[src/rtl/flag_branch_unit.sv]
// flag_branch_unit: PC sequencer with flag-conditioned branches.
// Branches resolve through an IDLE -> EVAL -> REDIRECT FSM.
module flag_branch_unit #(
  parameter int ADDR_W = 8,
  parameter int FLAG_W = 8
) (
  input  logic              Clk,
  input  logic              Reset,
  input  logic [FLAG_W-1:0] Flagin,
  input  logic              BrReq,
  input  logic [4:0]        BrCond,
  input  logic [ADDR_W-1:0] BrTarget,
  input  logic              Stall,
  output logic [ADDR_W-1:0] PC,
  output logic              BrBusy,
  output logic              BrTaken,
  output logic [FLAG_W-1:0] FlagSnap
);

  typedef enum logic [1:0] {
    IDLE     = 2'd0,
    EVAL     = 2'd1,
    REDIRECT = 2'd2
  } state_t;

  state_t              state_q, state_d;
  logic [ADDR_W-1:0]   pc_q, pc_d;
  logic [4:0]          cond_q, cond_d;
  logic [ADDR_W-1:0]   tgt_q, tgt_d;
  logic [FLAG_W-1:0]   snap_q, snap_d;
  logic                taken_q, taken_d;
  logic                flag_bit;
  logic                br_take;

  // Condition: unconditional, or selected flag xor negate.
  always_comb begin
    flag_bit = Flagin[cond_q[2:0]];
    br_take  = cond_q[4] | (flag_bit ^ cond_q[3]);
  end

  // Next-state, PC and latch update; a stall freezes everything.
  always_comb begin
    state_d = state_q;
    pc_d    = pc_q;
    cond_d  = cond_q;
    tgt_d   = tgt_q;
    snap_d  = snap_q;
    taken_d = 1'b0;
    if (!Stall) begin
      unique case (state_q)
        IDLE: begin
          if (BrReq) begin
            cond_d  = BrCond;
            tgt_d   = BrTarget;
            state_d = EVAL;
          end else begin
            pc_d = pc_q + 1'b1;
          end
        end
        EVAL: begin
          snap_d = Flagin;
          if (br_take) begin
            state_d = REDIRECT;
          end else begin
            state_d = IDLE;
            pc_d    = pc_q + 1'b1;
          end
        end
        REDIRECT: begin
          pc_d    = tgt_q;
          taken_d = 1'b1;
          state_d = IDLE;
        end
        default: begin
          state_d = IDLE;
        end
      endcase
    end
  end

  // State registers with synchronous active-low reset.
  always_ff @(posedge Clk) begin
    if (!Reset) begin
      state_q <= IDLE;
      pc_q    <= '0;
      cond_q  <= '0;
      tgt_q   <= '0;
      snap_q  <= '0;
      taken_q <= 1'b0;
    end else begin
      state_q <= state_d;
      pc_q    <= pc_d;
      cond_q  <= cond_d;
      tgt_q   <= tgt_d;
      snap_q  <= snap_d;
      taken_q <= taken_d;
    end
  end

  // Busy whenever a branch is in flight.
  always_comb begin
    BrBusy = (state_q == EVAL) || (state_q == REDIRECT);
  end

  assign PC       = pc_q;
  assign BrTaken  = taken_q;
  assign FlagSnap = snap_q;

endmodule

[config.mk]
export PLATFORM = sky130hd
export DESIGN_NAME = flag_branch_unit
export DESIGN_NICKNAME = d
export VERILOG_FILES = /design/src/rtl/flag_branch_unit.sv
export SDC_FILE = /design/constraint.sdc
export NUM_CORES = 1
export LEC_CHECK = 0
export CAP_MARGIN = 20
export CORE_MARGIN = 2
export CORE_UTILIZATION = 50
export CTS_BUF_LIST = sky130_fd_sc_hd__clkbuf_4
export CTS_CLUSTER_SIZE = 40
export DETAILED_ROUTE_END_ITERATION = 10
export DONT_BUFFER_PORTS = 1
export SYNTH_ARGS = -nofsm -noshare
export SYNTH_HDL_FRONTEND = slang
export SYNTH_SLANG_ARGS = --single-unit
[constraint.sdc]
create_clock -name Clk -period 4.8 [get_ports Clk]
set_input_delay 1.2 -clock Clk [delete_from_list [all_inputs] [get_ports Clk]]
set_output_delay 1.2 -clock Clk [all_outputs]
set_load 0.01 [all_outputs]
==> key figures, run 1 <==
Status
  – Status: finished clean

Run
  – Max Cap Viol: 0

Setup path
  – Worst reg-to-reg path cell count: 5
  – Slowest stage cell, crit path: mux4_1
  – CP bufs+invs: 0
  – Crit Path Class: primary input to flip-flop
  – Reg2reg setup slack: 2620 ps
  – Delay-heaviest family, CP: multiplexers
  – Crit. End Element: flip-flop
  – WP data arrival: 2720 ps
  – Critical path cell sequence: mux4_1 -> mux2i_4 -> mux2_2 -> a22oi_1 -> o32ai_1
  – RR Startpoint: cond_q[0]
  – Crit-path max cell delay: 530 ps
  – Worst-path maximum fanout: 7
  – Worst r2r dst: PC[7]
  – CP Depth: 5
  – Critical Path End: PC[7]
  – Startpoint type of the worst setup path: primary input
  – Crit path launch: Flagin[1]
  – Worst path required time: 5010 ps

Die
  – Die Ht: 59.5 um
  – IO Count: 43
  – Die Footprint: 3550 um^2
  – Initial Utilization: 0.514
  – Cell Rows: 20
  – Die Width: 59.5 um
  – Core Region: 3000 um^2

CTS
  – CTS sink count: 32
  – Postcts setup bufs: 0
  – H-tree depth: 2
  – Root Buffer: clkbuf_4
  – CTS Buffer Depth: 2
  – Clock transition at the registers of the reported paths: 110 ps
  – TritonCTS buffer count: 5
  – Clk_lat worst skew: 350 ps
  – Hold buffers post-CTS: 0
  – Post-CTS resize count: 0
  – CTS tree: built

Power
  – Internal Power: 0.362 mW
  – Combinational group share of total power: 0.131
  – Sw frac: 0.300
  – Worst VDD drop: 198 uV
  – Switching power: 0.155 mW
  – Power share of the clock group: 0.303
  – Sequential power share: 0.566
  – Lkg Pwr: 0.568 nW
  – PwrDens: 322 nW/um^2

Global route
  – Global-route wire length before repair: 5450 um
  – Initial antenna violation count: 0
  – Pin count of the biggest net entering global routing: 30
  – GRT Overall Usage: 0.209
  – Overflow after GRT: 0
  – Vias in the first global route: 1,194

Hold path
  – HP Class: flip-flop to flip-flop

Synth
  – Sequential area share after synthesis: 0.415
  – Seq cells post-synth: 32
  – Commonest cells post-synth: nand2_1, dfxtp_1, a21oi_1
  – Yosys cell types: 37
  – Syn Std Cell Area: 1540 um^2
  – Synth area leaders: dfxtp_1, nand2_1, mux2i_1
  – Warnings, synthesis: 0
  – Prevailing post-synth register cell: dfxtp_1
  – Syn Area/Cell: 8.62 um^2
  – Top-count cell post-synth: nand2_1
  – EDFF count, synth: 0
  – Synth Net Count: 210
  – Yosys top cell by area: dfxtp_1
  – Ys async rst share: 0
  – Mapped Cells: 179
  – Post-synth top area share: 0.415

STA
  – Setup_tns: 0 ps
  – Max-slew headroom: 0.415
  – RSZ-0062 raised after global routing: false
  – Final period util: 0.523
  – Hold Vio Cnt, Final: 0
  – Peak Freq: 0.398 GHz
  – Least-Margin Pin Slew: 874 ps
  – Final Setup Violations: 0
  – Final min period: 2510 ps
  – Max Transition Viols Final: 0
  – Min Hold Slack: 471 ps
  – Max Clock Skew: 12.1 ps

Route
  – Vias per cell: 5.93
  – Vias: 1,252
  – # DRC: 0
  – Routed WL: 3380 um
  – Detailed Route Iter0 Violations: 60
  – Detailed Routing Iterations Pass 1: 4
  – Routed Antenna Nets: 0
  – DR WL/cell: 16.0 um

Placement
  – Placer Congestion: 0.794
  – # port buffers: 0
  – Dpl hpwl: 2430 um

Cells and area
  – Nets: 208
  – Antenna cell count: 0
  – Share of cells above drive strength 1: 0.0730
  – Growth of design area from synthesis to finish: 4.14%
-- layout make-up --
type,instances,area (um^2)
Fill cell,287,1400
Clock buffer,5,37.5
Sequential cell,32,641
Clock inverter,3,18.8
Inverter,5,18.8
Tap cell,33,41.3
Multi-Input combinational cell,133,850
-- tightest hold or removal path: cells and delay by family (launching register included) --
| kind | cells | cell delay, ps |
|---|---|---|
| flops | 1 | 330 |
| simple gates | 1 | 50 |
| compound gates | 1 | 50 |
-- cells by family after synthesis --
family | synth area share
and+or+nand+nor | 0.197
AOI/OAI and AO/OA | 0.170
buffers and inverters | 0.0341
muxes | 0.130
adders and majority gates | 0.0487
DFF | 0.415
xor gates and xnor gates | 0.00568
-- sequential cells by signal (all words and copies together), names as in the netlist --
register	cells
PC	8
BrTaken	1
FlagSnap	8
cond_q	5
state_q	2
tgt_q	8
-- power groups by stage --
stage                     clock network, mW  logic (mW)  registers, mW
after floorplan                           0      0.0593          0.295
after global placement                    0      0.0664          0.299
after detailed placement                  0      0.0679          0.299
after CTS                             0.162      0.0680          0.293
after global routing                  0.174      0.0768          0.295
final                                 0.157      0.0677          0.293
-- metrics by stage --
stage               utilization  cell area [um^2]  instances  worst slack [ps]  power [mW]
finish                    0.535              1610        211              2290       0.518
global route              0.535              1610        211              2180       0.546
CTS                       0.535              1610        211              2320       0.523
detailed placement        0.516              1550        203              1930       0.367
global placement          0.516              1550        203              1950       0.365
floorplan                     -              1540        179              2070       0.355
-- routing by layer --
layer,vias to the layer above,track usage,part of all wire
li1,629,-,-
met1,580,0.272,0.45
met2,38,0.309,0.47
met3,5,0.0786,0.067
met4,0,0.0857,0.018
met5,-,0,0
-- placed cells by master (no fill, tap or decap), types with 2 or more instances in the layout --
cell type and count:
nor2_1 14, o31ai_1 3, nor3_1 4, mux2i_1 10
o22ai_1 2, clkinv_2 2, inv_1 5, ha_1 6
a21oi_1 19, a22oi_1 5, nand3_1 4, mux4_1 2
nand2_1 39, clkbuf_4 5, dfxtp_1 32, o32ai_1 4
-- worst min-delay path by stage --
| stage | from | end | cells after the start |
|---|---|---|---|
| detailed placement | tgt_q[6] | tgt_q[6] | 2 |
| global placement | tgt_q[6] | tgt_q[6] | 2 |
| finish | tgt_q[5] | tgt_q[5] | 2 |
| CTS | tgt_q[0] | tgt_q[0] | 2 |
| floorplan | tgt_q[1] | tgt_q[1] | 2 |
| global route | tgt_q[2] | tgt_q[2] | 2 |
(Power assumes the default switching activity.)
==> run 2, diff against run 1 <==
==> constraint.sdc (replaced) <==
create_clock -name Clk -period 2.4 [get_ports Clk]
set_input_delay 0.6 -clock Clk [delete_from_list [all_inputs] [get_ports Clk]]
set_output_delay 0.6 -clock Clk [all_outputs]
set_load 0.01 [all_outputs]
==> run 2 against run 1 <==
  * Critical path depth unchanged
  * Largest power group unchanged
  * Clock power rose by 84%
  * Largest cell class unchanged
  * Worst hold slack worse by 140 ps
  * Sequential power up 100%
  * Global-route usage hardly changed
  * Sequential share of layout area decreased by 0.43 points
  * Register-to-register slack got worse by 2400 ps
  * Via count rose by 4.3%
==> key figures, run 2 (synthesized netlist as in run 1, its figures left out) <==
Global route
  – Initial antenna violation count: 0
  – GRT Overall Usage: 0.209
  – Overflow after GRT: 0
  – Global-route wire length before repair: 5440 um
  – Pin count of the biggest net entering global routing: 20
  – Vias in the first global route: 1,236

Placement
  – Dpl hpwl: 2590 um
  – # port buffers: 0
  – Placer Congestion: 0.832
  – Cell count after placement: 206

STA
  – Final min period: 2200 ps
  – RSZ-0062 raised after global routing: false
  – Max-slew headroom: 0.595
  – Final Setup Violations: 0
  – Setup_tns: 0 ps
  – Hold Vio Cnt, Final: 0
  – Peak Freq: 0.456 GHz
  – Final period util: 0.915
  – Max Clock Skew: 9.21 ps
  – Least-Margin Pin Slew: 607 ps
  – Max Transition Viols Final: 0

CTS
  – TritonCTS buffer count: 5
  – Postcts setup bufs: 0
  – Clk_lat worst skew: 330 ps
  – H-tree depth: 2
  – CTS sink count: 32
  – CTS tree: built
  – Clock transition at the registers of the reported paths: 100 ps
  – CTS Buffer Depth: 2
  – Hold buffers post-CTS: 0
  – Post-CTS resize count: 0
  – Root Buffer: clkbuf_4

Route
  – Routed WL: 3460 um
  – Routed Antenna Nets: 0
  – DR WL/cell: 16.2 um
  – # DRC: 0
  – Detailed Routing Iterations Pass 1: 4
  – Vias: 1,306
  – Detailed Route Iter0 Violations: 73
  – Vias per cell: 6.10

Die
  – Die Ht: 59.5 um
  – IO Count: 43
  – Initial Utilization: 0.514
  – Cell Rows: 20
  – Die Width: 59.5 um
  – Die Footprint: 3550 um^2
  – Core Region: 3000 um^2

Setup path
  – Slowest stage cell, crit path: mux4_1
  – Startpoint type of the worst setup path: flip-flop
  – Critical path cell sequence: mux4_1 -> mux2i_4 -> mux2i_2 -> nor2_4 -> o32ai_1
  – Delay-heaviest family, CP: multiplexers
  – WP data arrival: 2440 ps
  – CP bufs+invs: 0
  – Worst path required time: 2640 ps
  – Crit-path max cell delay: 630 ps
  – Crit path launch: cond_q[0]
  – RR Startpoint: cond_q[0]
  – Crit Path Class: flip-flop to flip-flop
  – Crit. End Element: flip-flop
  – Worst-path maximum fanout: 6

Cells and area
  – Growth of design area from synthesis to finish: 5.27%
  – Share of cells above drive strength 1: 0.0829
  – Antenna cell count: 0
  – Most frequent cells in the layout: nand2_1, dfxtp_1, a21oi_1
  – Nets: 211
  – Non-Filler Instances: 214
  – Most common cell after layout, fill and taps aside: nand2_1

Hold path
  – HP Class: primary input to flip-flop
  – Hold Startpoint: Stall

Power
  – Total power: 1.02 mW
  – Lkg Pwr: 0.580 nW
  – PwrDens: 627 nW/um^2
  – Worst VDD drop: 419 uV

Run
  – Max Cap Viol: 0

Status
  – Status: finished clean
[run 2: cell count changes in the layout (fill, tap and decap cells not counted), sizes merged]
cell / before / now
buf: 0 / 3
[run 2: metrics by stage]
step | setup WS (ps) | hold WS, ps | cell area, um^2 | util
after detailed placement | 128 | 454 | 1570 | 0.524
after CTS | 210 | 318 | 1620 | 0.541
after global placement | 174 | 446 | 1570 | 0.524
after global routing | 67.2 | 316 | 1620 | 0.541
final | 205 | 332 | 1620 | 0.541
after floorplan | 269 | 436 | 1540 | -
[run 2: area by class of cell]
class	count	area (um^2)
Fill cell	286	1380
Multi-Input combinational cell	133	850
Sequential cell	32	641
Tap cell	33	41.3
Clock buffer	5	37.5
Timing Repair Buffer	3	22.5
Inverter	5	18.8
Clock inverter	3	13.8
[run 2: power by group]
| part | internal, mW | leakage, nW | switching (mW) |
|---|---|---|---|
| Sequential | 0.556 | 0.260 | 0.0310 |
| Clock | 0.107 | 0.0324 | 0.182 |
| Combinational | 0.0596 | 0.288 | 0.0831 |
| Total | 0.723 | 0.580 | 0.296 |
[run 2: worst paths after layout]
check | slack (ps) | depth (start not counted) | to
max | 200 | 5 | PC[7]
min | 330 | 1 | BrTaken
max reg2reg | 200 | 5 | PC[7]
min reg2reg | 460 | 2 | tgt_q[3]
[run 2: metal layers]
layer / up-vias / share of wire / track usage / wire length, um
met5: - / 0 / 0 / 0
met4: 0 / 0.018 / 0.0825 / 61
met3: 9 / 0.087 / 0.0895 / 301
met2: 55 / 0.49 / 0.325 / 1680
met1: 610 / 0.41 / 0.254 / 1410
li1: 632 / - / - / -
==> run 3, diff against run 2 <==
--- a/config.mk
+++ b/config.mk
@@ -6,9 +6,10 @@
 export NUM_CORES = 1
 export LEC_CHECK = 0
 export CAP_MARGIN = 20
+export CORE_ASPECT_RATIO = 1.2
 export CORE_MARGIN = 2
 export CORE_UTILIZATION = 50
-export CTS_BUF_LIST = sky130_fd_sc_hd__clkbuf_4
+export CTS_BUF_LIST = sky130_fd_sc_hd__clkbuf_4 sky130_fd_sc_hd__clkbuf_8
 export CTS_CLUSTER_SIZE = 40
 export DETAILED_ROUTE_END_ITERATION = 10
 export DONT_BUFFER_PORTS = 1
==> run 3 against run 2 <==
  * Critical path depth up 2
  * Final area up 0.85%
  * Setup slack improved by 33 ps
  * Flip-flop and latch count is the same
  * Critical endpoint is now PC[0]
  * Critical path type unchanged
  * Final cell count increased by 1.4%
  * Largest power group unchanged
==> key figures, run 3 (synthesized netlist as in run 1, its figures left out) <==
Cells and area
  – Growth of design area from synthesis to finish: 6.16%
  – Most common cell after layout, fill and taps aside: nand2_1
  – Non-Filler Instances: 217
  – Antenna cell count: 0
  – Most frequent cells in the layout: nand2_1, dfxtp_1, a21oi_1
  – Share of cells above drive strength 1: 0.0884
  – Nets: 211

STA
  – RSZ-0062 raised after global routing: false
  – Max Clock Skew: 15.3 ps
  – Final min period: 2160 ps
  – Hold Vio Cnt, Final: 0
  – Max Transition Viols Final: 0
  – Final period util: 0.901
  – Peak Freq: 0.463 GHz
  – Max-slew headroom: 0.591
  – Least-Margin Pin Slew: 613 ps
  – Setup_tns: 0 ps
  – Final Setup Violations: 0

Setup path
  – Crit. End Element: flip-flop
  – WP data arrival: 2390 ps
  – Reg2reg setup slack: 240 ps
  – Worst path required time: 2630 ps
  – Critical Path End: PC[0]
  – Worst r2r dst: PC[0]
  – Worst reg-to-reg path cell count: 7
  – RR Startpoint: state_q[0]
  – Crit path launch: state_q[0]
  – Crit Path Class: flip-flop to flip-flop
  – Worst-path maximum fanout: 5
  – Startpoint type of the worst setup path: flip-flop

CTS
  – Clk_lat worst skew: 330 ps
  – Post-CTS resize count: 0
  – Root Buffer: clkbuf_4
  – CTS sink count: 32
  – H-tree depth: 2
  – TritonCTS buffer count: 5
  – Hold buffers post-CTS: 0
  – Postcts setup bufs: 0
  – CTS Buffer Depth: 2
  – CTS tree: built
  – Clock transition at the registers of the reported paths: 90 ps

Route
  – # DRC: 0
  – Vias per cell: 6.02
  – Routed WL: 3500 um
  – Vias: 1,307
  – Detailed Routing Iterations Pass 1: 5
  – DR WL/cell: 16.1 um
  – Detailed Route Iter0 Violations: 43
  – Routed Antenna Nets: 0

Hold path
  – HP Class: primary input to flip-flop
  – Min-Delay Path Depth: 1
  – Hold Startpoint: Stall

Global route
  – Global-route wire length before repair: 5690 um
  – Pin count of the biggest net entering global routing: 19
  – Initial antenna violation count: 0
  – GRT Overall Usage: 0.219
  – Overflow after GRT: 0
  – Vias in the first global route: 1,290

Die
  – Die Ht: 64.9 um
  – Core Region: 3000 um^2
  – IO Count: 43
  – Cell Rows: 22
  – Die Width: 54.7 um
  – Die Footprint: 3550 um^2
  – Initial Utilization: 0.514

Placement
  – # port buffers: 0
  – Cell count after placement: 209
  – Dpl hpwl: 2550 um
  – Placer Congestion: 0.743

Status
  – Status: finished clean

Power
  – Lkg Pwr: 0.586 nW
  – PwrDens: 640 nW/um^2
  – Worst VDD drop: 523 uV

Run
  – Max Cap Viol: 0
==> run 3: cell types whose count changed in the layout (fill, tap and decap cells not counted) <==
cell,previous run,this run
clkbuf_8,0,1
clkinv_1,1,0
==> run 3: worst min-delay path by stage <==
stage / endpoint
after detailed placement: tgt_q[1]
after global routing: BrTaken
after floorplan: tgt_q[1]
after CTS: BrTaken
final: BrTaken
after global placement: tgt_q[2]
==> run 3: metrics by stage <==
| stage | setup slack, ps | utilization | hold WS, ps | cell area, um^2 | power (mW) |
|---|---|---|---|---|---|
| floorplan | 269 | - | 436 | 1540 | 0.709 |
| global placement | 196 | 0.525 | 448 | 1580 | 0.737 |
| detailed placement | 167 | 0.525 | 453 | 1580 | 0.741 |
| CTS | 248 | 0.546 | 333 | 1640 | 1.06 |
| global route | 94.6 | 0.546 | 324 | 1640 | 1.10 |
| finish | 238 | 0.546 | 351 | 1640 | 1.05 |
==> run 3: worst max-delay path, stage by stage (launching register included) <==
cell	delay, ps
dfxtp_1	390
inv_1	100
ha_1	240
a211o_1	280
or3_1	350
mux2i_2	320
o211ai_1	150
a31oi_1	250
==> run 3: power breakdown <==
group	total, mW	internal (mW)	switching [mW]
clock	0.319	0.139	0.180
sequential	0.588	0.556	0.0319
combinational	0.142	0.0596	0.0822
total	1.05	0.755	0.294
==> run 3: layer usage <==
| layer | vias up | wire length, um | track usage |
|---|---|---|---|
| li1 | 635 | - | - |
| met5 | - | 0 | 0 |
| met3 | 7 | 283 | 0.0806 |
| met2 | 54 | 1760 | 0.357 |
| met4 | 0 | 54 | 0.0656 |
| met1 | 611 | 1400 | 0.258 |
==> run 3: area by class of cell <==
cell class                 count  area (um^2)
fill                         279         1360
multi-input combinational    133          850
sequential                    32          641
clock buffer                   6         51.3
tap                           36         45.0
timing repair buffer           3         22.5
inverter                       5         18.8
clock inverter                 2         10.0
